### src/rtl/writeback_unit_if.sv
// rtl/writeback_unit_if.sv - handshake, register-file and operand signals of writeback_unit
interface writeback_unit_if #(
   parameter int DATA_W = 16,
   parameter int REG_AW = 3
);
   logic                     AluValid;
   logic                     AluReady;
   logic [REG_AW-1:0]        AluRD;
   logic [DATA_W-1:0]        AluData;
   logic                     MemValid;
   logic                     MemReady;
   logic [REG_AW-1:0]        MemRD;
   logic [DATA_W-1:0]        MemData;
   logic                     IssueValid;
   logic [REG_AW-1:0]        IssueRD;
   logic [REG_AW-1:0]        RS;
   logic [REG_AW-1:0]        RT;
   logic [DATA_W-1:0]        ReadRS;
   logic [DATA_W-1:0]        ReadRT;
   logic [REG_AW-1:0]        RD;
   logic [DATA_W-1:0]        WriteData;
   logic                     RegWrite;
   logic [(1<<REG_AW)-1:0]   Busy;
   logic                     HazardRS;
   logic                     HazardRT;
   logic [DATA_W-1:0]        OperandRS;
   logic [DATA_W-1:0]        OperandRT;

   // producer/decode side: offers results, issues, reads operands
   modport master (
      output AluValid, AluRD, AluData, MemValid, MemRD, MemData,
      output IssueValid, IssueRD, RS, RT, ReadRS, ReadRT,
      input  AluReady, MemReady, RD, WriteData, RegWrite, Busy,
      input  HazardRS, HazardRT, OperandRS, OperandRT
   );

   // writeback unit side
   modport slave (
      input  AluValid, AluRD, AluData, MemValid, MemRD, MemData,
      input  IssueValid, IssueRD, RS, RT, ReadRS, ReadRT,
      output AluReady, MemReady, RD, WriteData, RegWrite, Busy,
      output HazardRS, HazardRT, OperandRS, OperandRT
   );
endinterface

### src/rtl/writeback_unit.sv
// rtl/writeback_unit.sv - round-robin writeback merge with busy scoreboard; optional forwarding via WB_FORWARD_EN
module writeback_unit #(
   parameter int DATA_W = 16,
   parameter int REG_AW = 3
) (
   input  logic             Clock,
   input  logic             ResetN,
   writeback_unit_if.slave  wb
);
   localparam int NREG = 1 << REG_AW;

   logic                last_mem_q, last_mem_d;   // 1: last grant went to the load path
   logic [REG_AW-1:0]   rd_q, rd_d;
   logic [DATA_W-1:0]   wdata_q, wdata_d;
   logic                regwrite_q, regwrite_d;
   logic [NREG-1:0]     busy_q, busy_d;
   logic                grant_alu, grant_mem;
   logic                fwd_rs, fwd_rt;

   // round-robin pick: a lone requester wins, a tie goes to the port not granted last
   always_comb begin
      grant_alu = wb.AluValid && (!wb.MemValid || last_mem_q);
      grant_mem = wb.MemValid && (!wb.AluValid || !last_mem_q);
   end

   assign wb.AluReady = grant_alu;
   assign wb.MemReady = grant_mem;

   // output register and arbitration history next state; RD/data hold when idle
   always_comb begin
      last_mem_d = last_mem_q;
      rd_d       = rd_q;
      wdata_d    = wdata_q;
      regwrite_d = 1'b0;
      if (grant_alu) begin
         last_mem_d = 1'b0;
         rd_d       = wb.AluRD;
         wdata_d    = wb.AluData;
         regwrite_d = 1'b1;
      end else if (grant_mem) begin
         last_mem_d = 1'b1;
         rd_d       = wb.MemRD;
         wdata_d    = wb.MemData;
         regwrite_d = 1'b1;
      end
   end

   // scoreboard next state: a new issue wins over the retiring write to the same register
   always_comb begin
      busy_d = busy_q;
      for (int n = 0; n < NREG; n++) begin
         if (wb.IssueValid && (wb.IssueRD == REG_AW'(n)))
            busy_d[n] = 1'b1;
         else if (regwrite_q && (rd_q == REG_AW'(n)))
            busy_d[n] = 1'b0;
      end
   end

   // state registers; reset drops any write still sitting in the output register
   always_ff @(posedge Clock or negedge ResetN) begin
      if (!ResetN) begin
         last_mem_q <= 1'b1;
         rd_q       <= '0;
         wdata_q    <= '0;
         regwrite_q <= 1'b0;
         busy_q     <= '0;
      end else begin
         last_mem_q <= last_mem_d;
         rd_q       <= rd_d;
         wdata_q    <= wdata_d;
         regwrite_q <= regwrite_d;
         busy_q     <= busy_d;
      end
   end

`ifdef WB_FORWARD_EN
   // the write being committed this cycle is visible to decode immediately
   assign fwd_rs = regwrite_q && (rd_q == wb.RS);
   assign fwd_rt = regwrite_q && (rd_q == wb.RT);
`else
   assign fwd_rs = 1'b0;
   assign fwd_rt = 1'b0;
`endif

   assign wb.RD        = rd_q;
   assign wb.WriteData = wdata_q;
   assign wb.RegWrite  = regwrite_q;
   assign wb.Busy      = busy_q;
   assign wb.HazardRS  = busy_q[wb.RS] && !fwd_rs;
   assign wb.HazardRT  = busy_q[wb.RT] && !fwd_rt;
   assign wb.OperandRS = fwd_rs ? wdata_q : wb.ReadRS;
   assign wb.OperandRT = fwd_rt ? wdata_q : wb.ReadRT;
endmodule

### src/flat_wrapper.sv
// flat-port wrapper written by rule: the top's interface ports become plain ports
module writeback_unit_flat 
#(
   parameter int DATA_W = 16,
   parameter int REG_AW = 3
)
  (Clock, ResetN, wb_AluValid, wb_AluRD, wb_AluData, wb_MemValid, wb_MemRD, wb_MemData, wb_IssueValid, wb_IssueRD, wb_RS, wb_RT, wb_ReadRS, wb_ReadRT, wb_AluReady, wb_MemReady, wb_RD, wb_WriteData, wb_RegWrite, wb_Busy, wb_HazardRS, wb_HazardRT, wb_OperandRS, wb_OperandRT);
  writeback_unit_if #(.DATA_W(DATA_W), .REG_AW(REG_AW)) wb_i ();
  input  logic Clock;
  input  logic ResetN;
  input wire logic [$bits(wb_i.AluValid)-1:0] wb_AluValid;
  input wire logic [$bits(wb_i.AluRD)-1:0] wb_AluRD;
  input wire logic [$bits(wb_i.AluData)-1:0] wb_AluData;
  input wire logic [$bits(wb_i.MemValid)-1:0] wb_MemValid;
  input wire logic [$bits(wb_i.MemRD)-1:0] wb_MemRD;
  input wire logic [$bits(wb_i.MemData)-1:0] wb_MemData;
  input wire logic [$bits(wb_i.IssueValid)-1:0] wb_IssueValid;
  input wire logic [$bits(wb_i.IssueRD)-1:0] wb_IssueRD;
  input wire logic [$bits(wb_i.RS)-1:0] wb_RS;
  input wire logic [$bits(wb_i.RT)-1:0] wb_RT;
  input wire logic [$bits(wb_i.ReadRS)-1:0] wb_ReadRS;
  input wire logic [$bits(wb_i.ReadRT)-1:0] wb_ReadRT;
  output wire logic [$bits(wb_i.AluReady)-1:0] wb_AluReady;
  output wire logic [$bits(wb_i.MemReady)-1:0] wb_MemReady;
  output wire logic [$bits(wb_i.RD)-1:0] wb_RD;
  output wire logic [$bits(wb_i.WriteData)-1:0] wb_WriteData;
  output wire logic [$bits(wb_i.RegWrite)-1:0] wb_RegWrite;
  output wire logic [$bits(wb_i.Busy)-1:0] wb_Busy;
  output wire logic [$bits(wb_i.HazardRS)-1:0] wb_HazardRS;
  output wire logic [$bits(wb_i.HazardRT)-1:0] wb_HazardRT;
  output wire logic [$bits(wb_i.OperandRS)-1:0] wb_OperandRS;
  output wire logic [$bits(wb_i.OperandRT)-1:0] wb_OperandRT;
  assign wb_i.AluValid = wb_AluValid;
  assign wb_i.AluRD = wb_AluRD;
  assign wb_i.AluData = wb_AluData;
  assign wb_i.MemValid = wb_MemValid;
  assign wb_i.MemRD = wb_MemRD;
  assign wb_i.MemData = wb_MemData;
  assign wb_i.IssueValid = wb_IssueValid;
  assign wb_i.IssueRD = wb_IssueRD;
  assign wb_i.RS = wb_RS;
  assign wb_i.RT = wb_RT;
  assign wb_i.ReadRS = wb_ReadRS;
  assign wb_i.ReadRT = wb_ReadRT;
  assign wb_AluReady = wb_i.AluReady;
  assign wb_MemReady = wb_i.MemReady;
  assign wb_RD = wb_i.RD;
  assign wb_WriteData = wb_i.WriteData;
  assign wb_RegWrite = wb_i.RegWrite;
  assign wb_Busy = wb_i.Busy;
  assign wb_HazardRS = wb_i.HazardRS;
  assign wb_HazardRT = wb_i.HazardRT;
  assign wb_OperandRS = wb_i.OperandRS;
  assign wb_OperandRT = wb_i.OperandRT;
  writeback_unit #(.DATA_W(DATA_W), .REG_AW(REG_AW)) u_core (.Clock(Clock), .ResetN(ResetN), .wb(wb_i));
endmodule
### config.mk
export PLATFORM = sky130hd
export DESIGN_NAME = writeback_unit_flat
export DESIGN_NICKNAME = d
export VERILOG_FILES = /design/src/rtl/writeback_unit_if.sv /design/src/rtl/writeback_unit.sv /design/src/flat_wrapper.sv
export SDC_FILE = /design/constraint.sdc
export NUM_CORES = 1
export LEC_CHECK = 0
export CORE_MARGIN = 3
export CORE_UTILIZATION = 33
export CTS_BUF_LIST = sky130_fd_sc_hd__clkbuf_4 sky130_fd_sc_hd__clkbuf_8
export DETAILED_ROUTE_END_ITERATION = 10
export PLACE_DENSITY = 0.84
export SLEW_MARGIN = 10
export SYNTH_ARGS = -nofsm -noshare
export SYNTH_HDL_FRONTEND = slang
export SYNTH_SLANG_ARGS = --single-unit
### constraint.sdc
create_clock -name Clock -period 2.3 [get_ports Clock]
set_input_delay 0.69 -clock Clock [delete_from_list [all_inputs] [get_ports Clock]]
set_output_delay 0.69 -clock Clock [all_outputs]
set_load 0.01 [all_outputs]
Yosys cells after proc, flatten, opt, wreduce, memory -nomap -nowiden
Cells that the tools add are included. Widths: inputs -> output; s select.

Flip-flop bits (word level): 29. Output and inout port bits: 64. Input port bits: 84. Logic and storage cells: 90.

$lt $le $gt $ge: 2. Reductions and logical operators: 34. Multiplexer cells: 28. Equality and inequality tests: 14.

Operators by type and width (number): $mux 16 (2); $eq 3x3->1 const B (8); $mux 1 (22); $logic_and 1x1->1 (18); $reduce_bool 2->1 (9); $eq 3x2->1 const B (4); $lt 3x4->1 const B (2); $bmux 1 s3 (2); $eq 3x1->1 const B (2); $logic_not 3->1 (2); $mux 3 (2); $logic_not 1->1 (3); $logic_or 1x1->1 (2).

Logic depth before layout (Yosys ltp)
Gate-level depths: netlist (run 1).

Word-level depth: 5. Gate-level depth with buffers: 4. Depth with buffers taken out: 3.

Worst setup path before layout (run 1)
OpenSTA, ideal clock, no wires.

Kind: input to output. From: in wb_RS[0]. To: out wb_HazardRS. Setup slack: 118 ps. Stages on the path: 2. Arrival time: 1492 ps. Data required time: 1610 ps. Path buffers: 0. Cells stage by stage: mux4_1 mux2_2.

Word-level cells in the longest chain between the ends: 2.

RTL lines: start: declaration (RTL line flat_wrapper.sv:19) `input wire logic [$bits(wb_i.RS)-1:0] wb_RS;`; $bmux 1 s3 (RTL line writeback_unit.sv:89) `assign wb.HazardRS = busy_q[wb.RS] && !fwd_rs;`; $mux 1 (not written as such) (RTL line writeback_unit.sv:89); end: declaration (RTL line flat_wrapper.sv:29) `output wire logic [$bits(wb_i.HazardRS)-1:0] wb_HazardRS;`.

No other way between the ends. The select of a mux whose other input is x is not followed.

Final worst setup path (run 1)
Ends and elaborated chain as after synthesis.

==> results.py, run 1 <==
metrics = {
    "setup_path": {
        "crit_path_end_kind": "output port",
        "cp-start-kind": "primary input",
        "slowest_stage": "mux4_2",
        "reg2reg_to": "u_core.wb.WriteData[15]",
        "crit_type": "in2out",
        "cp_max_fo": 2,
        "arrival_ps": 1660,
        "r2r-start": "u_core.last_mem_q",
        "worstPathRequired_ps": 1610,
        "setup.worst_path.start": "wb_RS[0]",
        "rr_worst_depth": 4,
        "crit_buf_inv": 2,
        "cpPeakStageDelay_ps": 480,
        "r2r_slack_ps": 910,
        "critPathTopFamily": "multiplexers",
        "crit_chain": "buf_8 -> mux4_2 -> mux2_4 -> buf_6",
    },
    "routing": {
        "drt-pass1-iter-count": 4,
        "antenna_left": 0,
        "drc_errors": 0,
        "vias": 1448,
        "wl_per_cell_microns": 16.2,
        "drt_iter0_drc": 37,
        "drt-vias-per-instance": 5.05,
        "routed_wl_microns": 4660,
    },
    "placement": {
        "pre_cts_ws_ps": -935,
        "port_buffers": 83,
        "hpwl_microns": 3740,
        "place_congestion": 0.760,
    },
    "cts": {
        "postCtsHoldBufs": 0,
        "cts_max_level": 2,
        "cts_tree": "done",
        "root_buffer": "clkbuf_8",
        "clk_pin_slew_ps": 60,
        "cts_sinks": 29,
        "cts_buffer_depth": 2,
        "clk_latency_ps": 270,
        "post_cts_buffers": 0,
        "cts-buffers-inserted": 5,
    },
    "min_path": {
        "hp-start": "u_core.last_mem_q",
        "hold_class": "reg2reg",
        "hold_end": "u_core.last_mem_q",
        "min_path_cells": 2,
    },
    "timing": {
        "whs_ps": 517,
        "slew-limit-headroom": 0.753,
        "tightestPinTransition_ps": 370,
        "setup_viol": 2,
        "clock_skew_ps": 8.26,
        "slew_viol_final": 0,
        "period_share": 1.02,
        "clock.fmax_ghz": 0.426,
        "setup_ws_ps": -49.5,
        "finalHoldViolCount": 0,
        "rsz0062_at_grt": "true",
        "layout_min_cycle_time_ps": 2350,
    },
    "power": {
        "pwr-share-clk": 0.246,
        "p_comb_frac": 0.382,
        "power_leakage_nw": 1.03,
        "p_sw_frac": 0.274,
        "power_density_mw_per_mm2": 715,
        "vdd_drop_max_v": 0.000279,
        "p_int_mw": 1.32,
        "p_sw_uw": 498,
        "seqPwrFrac": 0.373,
    },
    "floorplan": {
        "initial_core_util": 0.350,
        "fp.coreArea_sq_mm": 0.00485,
        "fp.dieH_microns": 77.7,
        "row_count": 25,
        "die_area_sq_mm": 0.00604,
        "io_pins": 148,
        "die_w_microns": 77.7,
    },
    "synth": {
        "yosys_warnings": 0,
        "synth_area_per_cell_sq_um": 11.1,
        "syn_inst": 153,
        "seq_area_frac_synth": 0.428,
        "synth_nets": 237,
        "ys_seq_elements": 29,
        "synth.distinct_cells": 19,
        "syn_area_sq_mm": 0.00170,
    },
    "outcome": {
        "failed_checks": "negative setup slack",
        "outcome": "finished with violations",
    },
    "flow_run": {
        "drv_cap": 0,
    },
    "global_routing": {
        "grt_max_degree": 30,
        "antenna_found_initial": 0,
        "grt_pass1_wl_microns": 7310,
        "track_usage": 0.154,
        "grt_overflow": 0,
        "grt_pass1_vias": 1570,
    },
    "layout": {
        "layout-drive-gt1-share": 0.264,
        "synthToLayoutAreaGrowth_pct": 49.6,
        "num-nets-final": 303,
        "diodes": 0,
    },
}
-- power groups by stage --
stage | sequential, mW | clock (mW) | combinational (mW)
2_1_floorplan | 0.710 | 0 | 0.263
3_3_place_gp | 0.672 | 0 | 0.666
3_5_place_dp | 0.680 | 0 | 0.686
4_1_cts | 0.677 | 0.464 | 0.701
5_1_grt | 0.687 | 0.483 | 0.742
6_report | 0.676 | 0.446 | 0.693
-- flip-flops by register name, summed over array words and instances (netlist names) --
name / cells
u_core.wb.WriteData: 16
u_core.wb.Busy: 8
u_core.wb.RD: 3
u_core.last_mem_q: 1
u_core.wb.RegWrite: 1
-- per-stage QoR --
step | utilization | TNS (ps) | std cells | cell area (sq um) | power, mW
after floorplan | - | 0 | 153 | 1700 | 0.973
after global placement | 0.504 | -2320 | 279 | 2440 | 1.34
after detailed placement | 0.504 | -2460 | 279 | 2440 | 1.37
after CTS | 0.524 | -109 | 287 | 2540 | 1.84
after global routing | 0.524 | -141 | 287 | 2540 | 1.91
final | 0.524 | -96.9 | 287 | 2540 | 1.82
-- Yosys cell counts --
cell | count | share of area
dfrtp_1 | 28 | 0.41
mux4_1 | 4 | 0.062
or2_2 | 4 | 0.015
clkbuf_1 | 3 | 0.0066
nand2b_1 | 8 | 0.029
buf_6 | 1 | 0.0066
o31ai_1 | 4 | 0.018
dfstp_2 | 1 | 0.015
o21ai_0 | 13 | 0.038
o221a_2 | 19 | 0.13
buf_2 | 2 | 0.0059
nand2_2 | 1 | 0.0037
buf_4 | 33 | 0.15
or3_1 | 16 | 0.059
mux2_2 | 2 | 0.013
or2b_1 | 2 | 0.0088
inv_1 | 3 | 0.0066
nand2_1 | 6 | 0.013
a21o_1 | 3 | 0.013
-- kinds of logic after synthesis --
logic type             share of synthesized area
AO/OA/AOI/OAI                              0.195
multiplexers                              0.0752
buffers and inverters                      0.172
AND/OR/NAND/NOR                            0.129
flip-flops                                 0.428
-- tightest hold or removal path: stages (launching register included) --
cell     delay [ps]
dfstp_2         390
inv_1            50
o21ai_0          60
-- metal layers --
| metal | track usage | vias to the layer above | wire length (microns) |
|---|---|---|---|
| met1 | 0.169 | 687 | 1780 |
| met2 | 0.265 | 82 | 2330 |
| met5 | 0 | - | 0 |
| met4 | 0.0463 | 0 | 49 |
| li1 | - | 668 | - |
| met3 | 0.0684 | 11 | 505 |
-- repair_timing --
item / 4_1_cts / 5_1_grt
gates resized for setup: 36 / 0
endpoints found under the hold margin: 0 / 0
endpoints found under the setup margin: 4 / 2
-- cells in the final DEF (no fill, tap or decap) --
master            n
a21o_1            3
buf_4            15
buf_6             2
buf_8             2
clkbuf_4          2
clkbuf_8          6
clkdlybuf4s50_1  73
dfrtp_1          28
dfstp_2           1
dlygate4sd2_1     6
inv_1             3
mux2_4            2
mux4_2            4
nand2_1           6
nand2_2           1
nand2b_1          8
o21ai_0          13
o221a_2          19
o31ai_1           4
or2_2             4
or2b_1            2
or3_1            16
-- worst max-delay path by stage --
stage                  endpoint  slack [ps]  cells past startpoint
detailed placement  wb_HazardRT        -940                      4
finish              wb_HazardRS         -50                      4
global placement    wb_HazardRT        -870                      4
floorplan           wb_HazardRS         120                      2
CTS                 wb_HazardRS         -60                      4
global route        wb_HazardRS         -70                      4
-- layout make-up --
cell class / instances / area [sq um]
Clock buffer: 8 / 97.6
Fill cell: 441 / 2310
Inverter: 3 / 11.3
Multi-Input combinational cell: 82 / 671
Sequential cell: 29 / 727
Tap cell: 67 / 83.8
Timing Repair Buffer: 98 / 948
Power figures use the tool's default switching activity.
==> inputs of run 2 (changes only) <==
- clock period: 2.3 -> 2.66 ns (I/O delays scaled with it)
==> results.py, run 2 (synthesized netlist as in run 1, its figures left out) <==
metrics = {
    "setup_path": {
        "r2r-start": "u_core.last_mem_q",
        "cpPeakStageDelay_ps": 490,
        "rr_worst_depth": 4,
        "crit_path_end_kind": "output port",
        "arrival_ps": 1810,
        "crit_chain": "buf_2 -> mux4_2 -> mux2_2 -> buf_2",
        "worstPathRequired_ps": 1860,
        "cp_max_fo": 2,
        "slowest_stage": "mux4_2",
        "cp-start-kind": "primary input",
        "r2r_slack_ps": 1250,
        "reg2reg_to": "u_core.wb.WriteData[15]",
        "cp_common_cell": "buf_2",
        "crit_type": "in2out",
    },
    "cts": {
        "cts_buffer_depth": 2,
        "root_buffer": "clkbuf_8",
        "clk_latency_ps": 270,
        "postCtsHoldBufs": 0,
        "clk_pin_slew_ps": 60,
        "cts_tree": "done",
        "cts_sinks": 29,
        "post_cts_buffers": 0,
        "cts_max_level": 2,
        "cts-buffers-inserted": 5,
    },
    "placement": {
        "pre_cts_ws_ps": -765,
        "port_buffers": 83,
        "place_area_sq_mm": 0.00238,
        "place_congestion": 0.812,
        "hpwl_microns": 3530,
        "dp.cells": 271,
    },
    "floorplan": {
        "fp.dieH_microns": 77.7,
        "initial_core_util": 0.350,
        "die_area_sq_mm": 0.00604,
        "io_pins": 148,
        "die_w_microns": 77.7,
        "fp.coreArea_sq_mm": 0.00485,
        "row_count": 25,
    },
    "timing": {
        "clock.fmax_ghz": 0.383,
        "finalHoldViolCount": 0,
        "period_share": 0.982,
        "slew-limit-headroom": 0.752,
        "setup_ws_ps": 48.2,
        "setup_viol": 0,
        "slew_viol_final": 0,
        "clock_skew_ps": 7.00,
        "rsz0062_at_grt": "false",
        "tns_ps": 0,
        "layout_min_cycle_time_ps": 2610,
        "tightestPinTransition_ps": 372,
        "whs_ps": 515,
    },
    "layout": {
        "diodes": 0,
        "stdcell_count": 279,
        "layout-drive-gt1-share": 0.236,
        "final_cell_mix": "clkdlybuf4s50_1 (74), dfrtp_1 (28), o221a_2 (19)",
        "largest_register_ffs": 16,
        "synthToLayoutAreaGrowth_pct": 44.0,
        "final_util": 0.504,
        "mostFrequentLayoutCell": "clkdlybuf4s50_1",
        "stdcell_area_sq_mm": 0.00244,
        "num-nets-final": 295,
        "nFillCells": 444,
    },
    "outcome": {
        "outcome": "completed",
    },
    "global_routing": {
        "antenna_found_initial": 0,
        "grt_max_degree": 30,
        "grt_pass1_vias": 1491,
        "grt_pass1_wl_microns": 6960,
        "grt_overflow": 0,
        "track_usage": 0.147,
    },
    "routing": {
        "drt-pass1-iter-count": 4,
        "vias": 1415,
        "antenna_left": 0,
        "drt_iter0_drc": 38,
        "routed_wl_microns": 4580,
        "wl_per_cell_microns": 16.4,
        "drt-vias-per-instance": 5.07,
        "drc_errors": 0,
    },
    "power": {
        "vdd_drop_max_v": 0.000282,
        "power_leakage_nw": 0.969,
        "power_density_mw_per_mm2": 607,
        "p_total_mw": 1.48,
    },
    "min_path": {
        "hp-start": "u_core.last_mem_q",
        "min_path_cells": 2,
        "hold_class": "reg2reg",
        "hold_end": "u_core.last_mem_q",
    },
    "flow_run": {
        "drv_cap": 0,
    },
}
run 2: changes by cell type in the layout (fill, tap and decap cells not counted), sizes merged:
cell	previous run	this run
buf	19	11
clkdlybuf4s50	73	74
dlygate4sd2	6	5
run 2: where the power goes:
| part | internal, mW | switching (mW) | total (mW) |
|---|---|---|---|
| logic | 0.319 | 0.185 | 0.504 |
| clock network | 0.231 | 0.156 | 0.387 |
| registers | 0.521 | 0.0713 | 0.592 |
run 2: metal layers:
metal	routed length (microns)	track usage
met3	532	0.0754
met4	38	0.0409
met5	0	0
met2	2220	0.245
met1	1790	0.163
run 2: area by class of cell:
type                            instances  area (sq um)  area share
Tap cell                               67          83.8      0.0343
Sequential cell                        29           727       0.298
Timing Repair Buffer                   90           860       0.352
Clock buffer                            8          97.6      0.0400
Multi-Input combinational cell         82           663       0.272
Inverter                                3          11.3     0.00461
run 2: how the worst max path moves through the flow:
stage	from	to	slack (ps)	cells after the start
final	wb_RS[0]	wb_HazardRS	50	4
after global routing	wb_RS[0]	wb_HazardRS	9	4
after CTS	wb_RS[0]	wb_HazardRS	40	4
after detailed placement	wb_RT[0]	wb_HazardRT	-760	4
after global placement	wb_RT[0]	wb_HazardRT	-720	4
after floorplan	wb_RS[0]	wb_HazardRS	260	2
run 2: timing repair:
action / 4_1_cts / 5_1_grt
gates resized for setup: 25 / 1
setup endpoints to repair: 4 / 1
endpoints found under the hold margin: 0 / 0
run 2: worst max-delay path, delay by kind of cell:
| family | cells | cell delay [ps] |
|---|---|---|
| buffers and inverters | 2 | 250 |
| muxes | 2 | 760 |
==> inputs of run 3 (changes only) <==
- CTS_CLUSTER_SIZE: unset -> 25
==> results of run 3 <==
The final DEF is identical to that of run 2; final timing and power are the same.
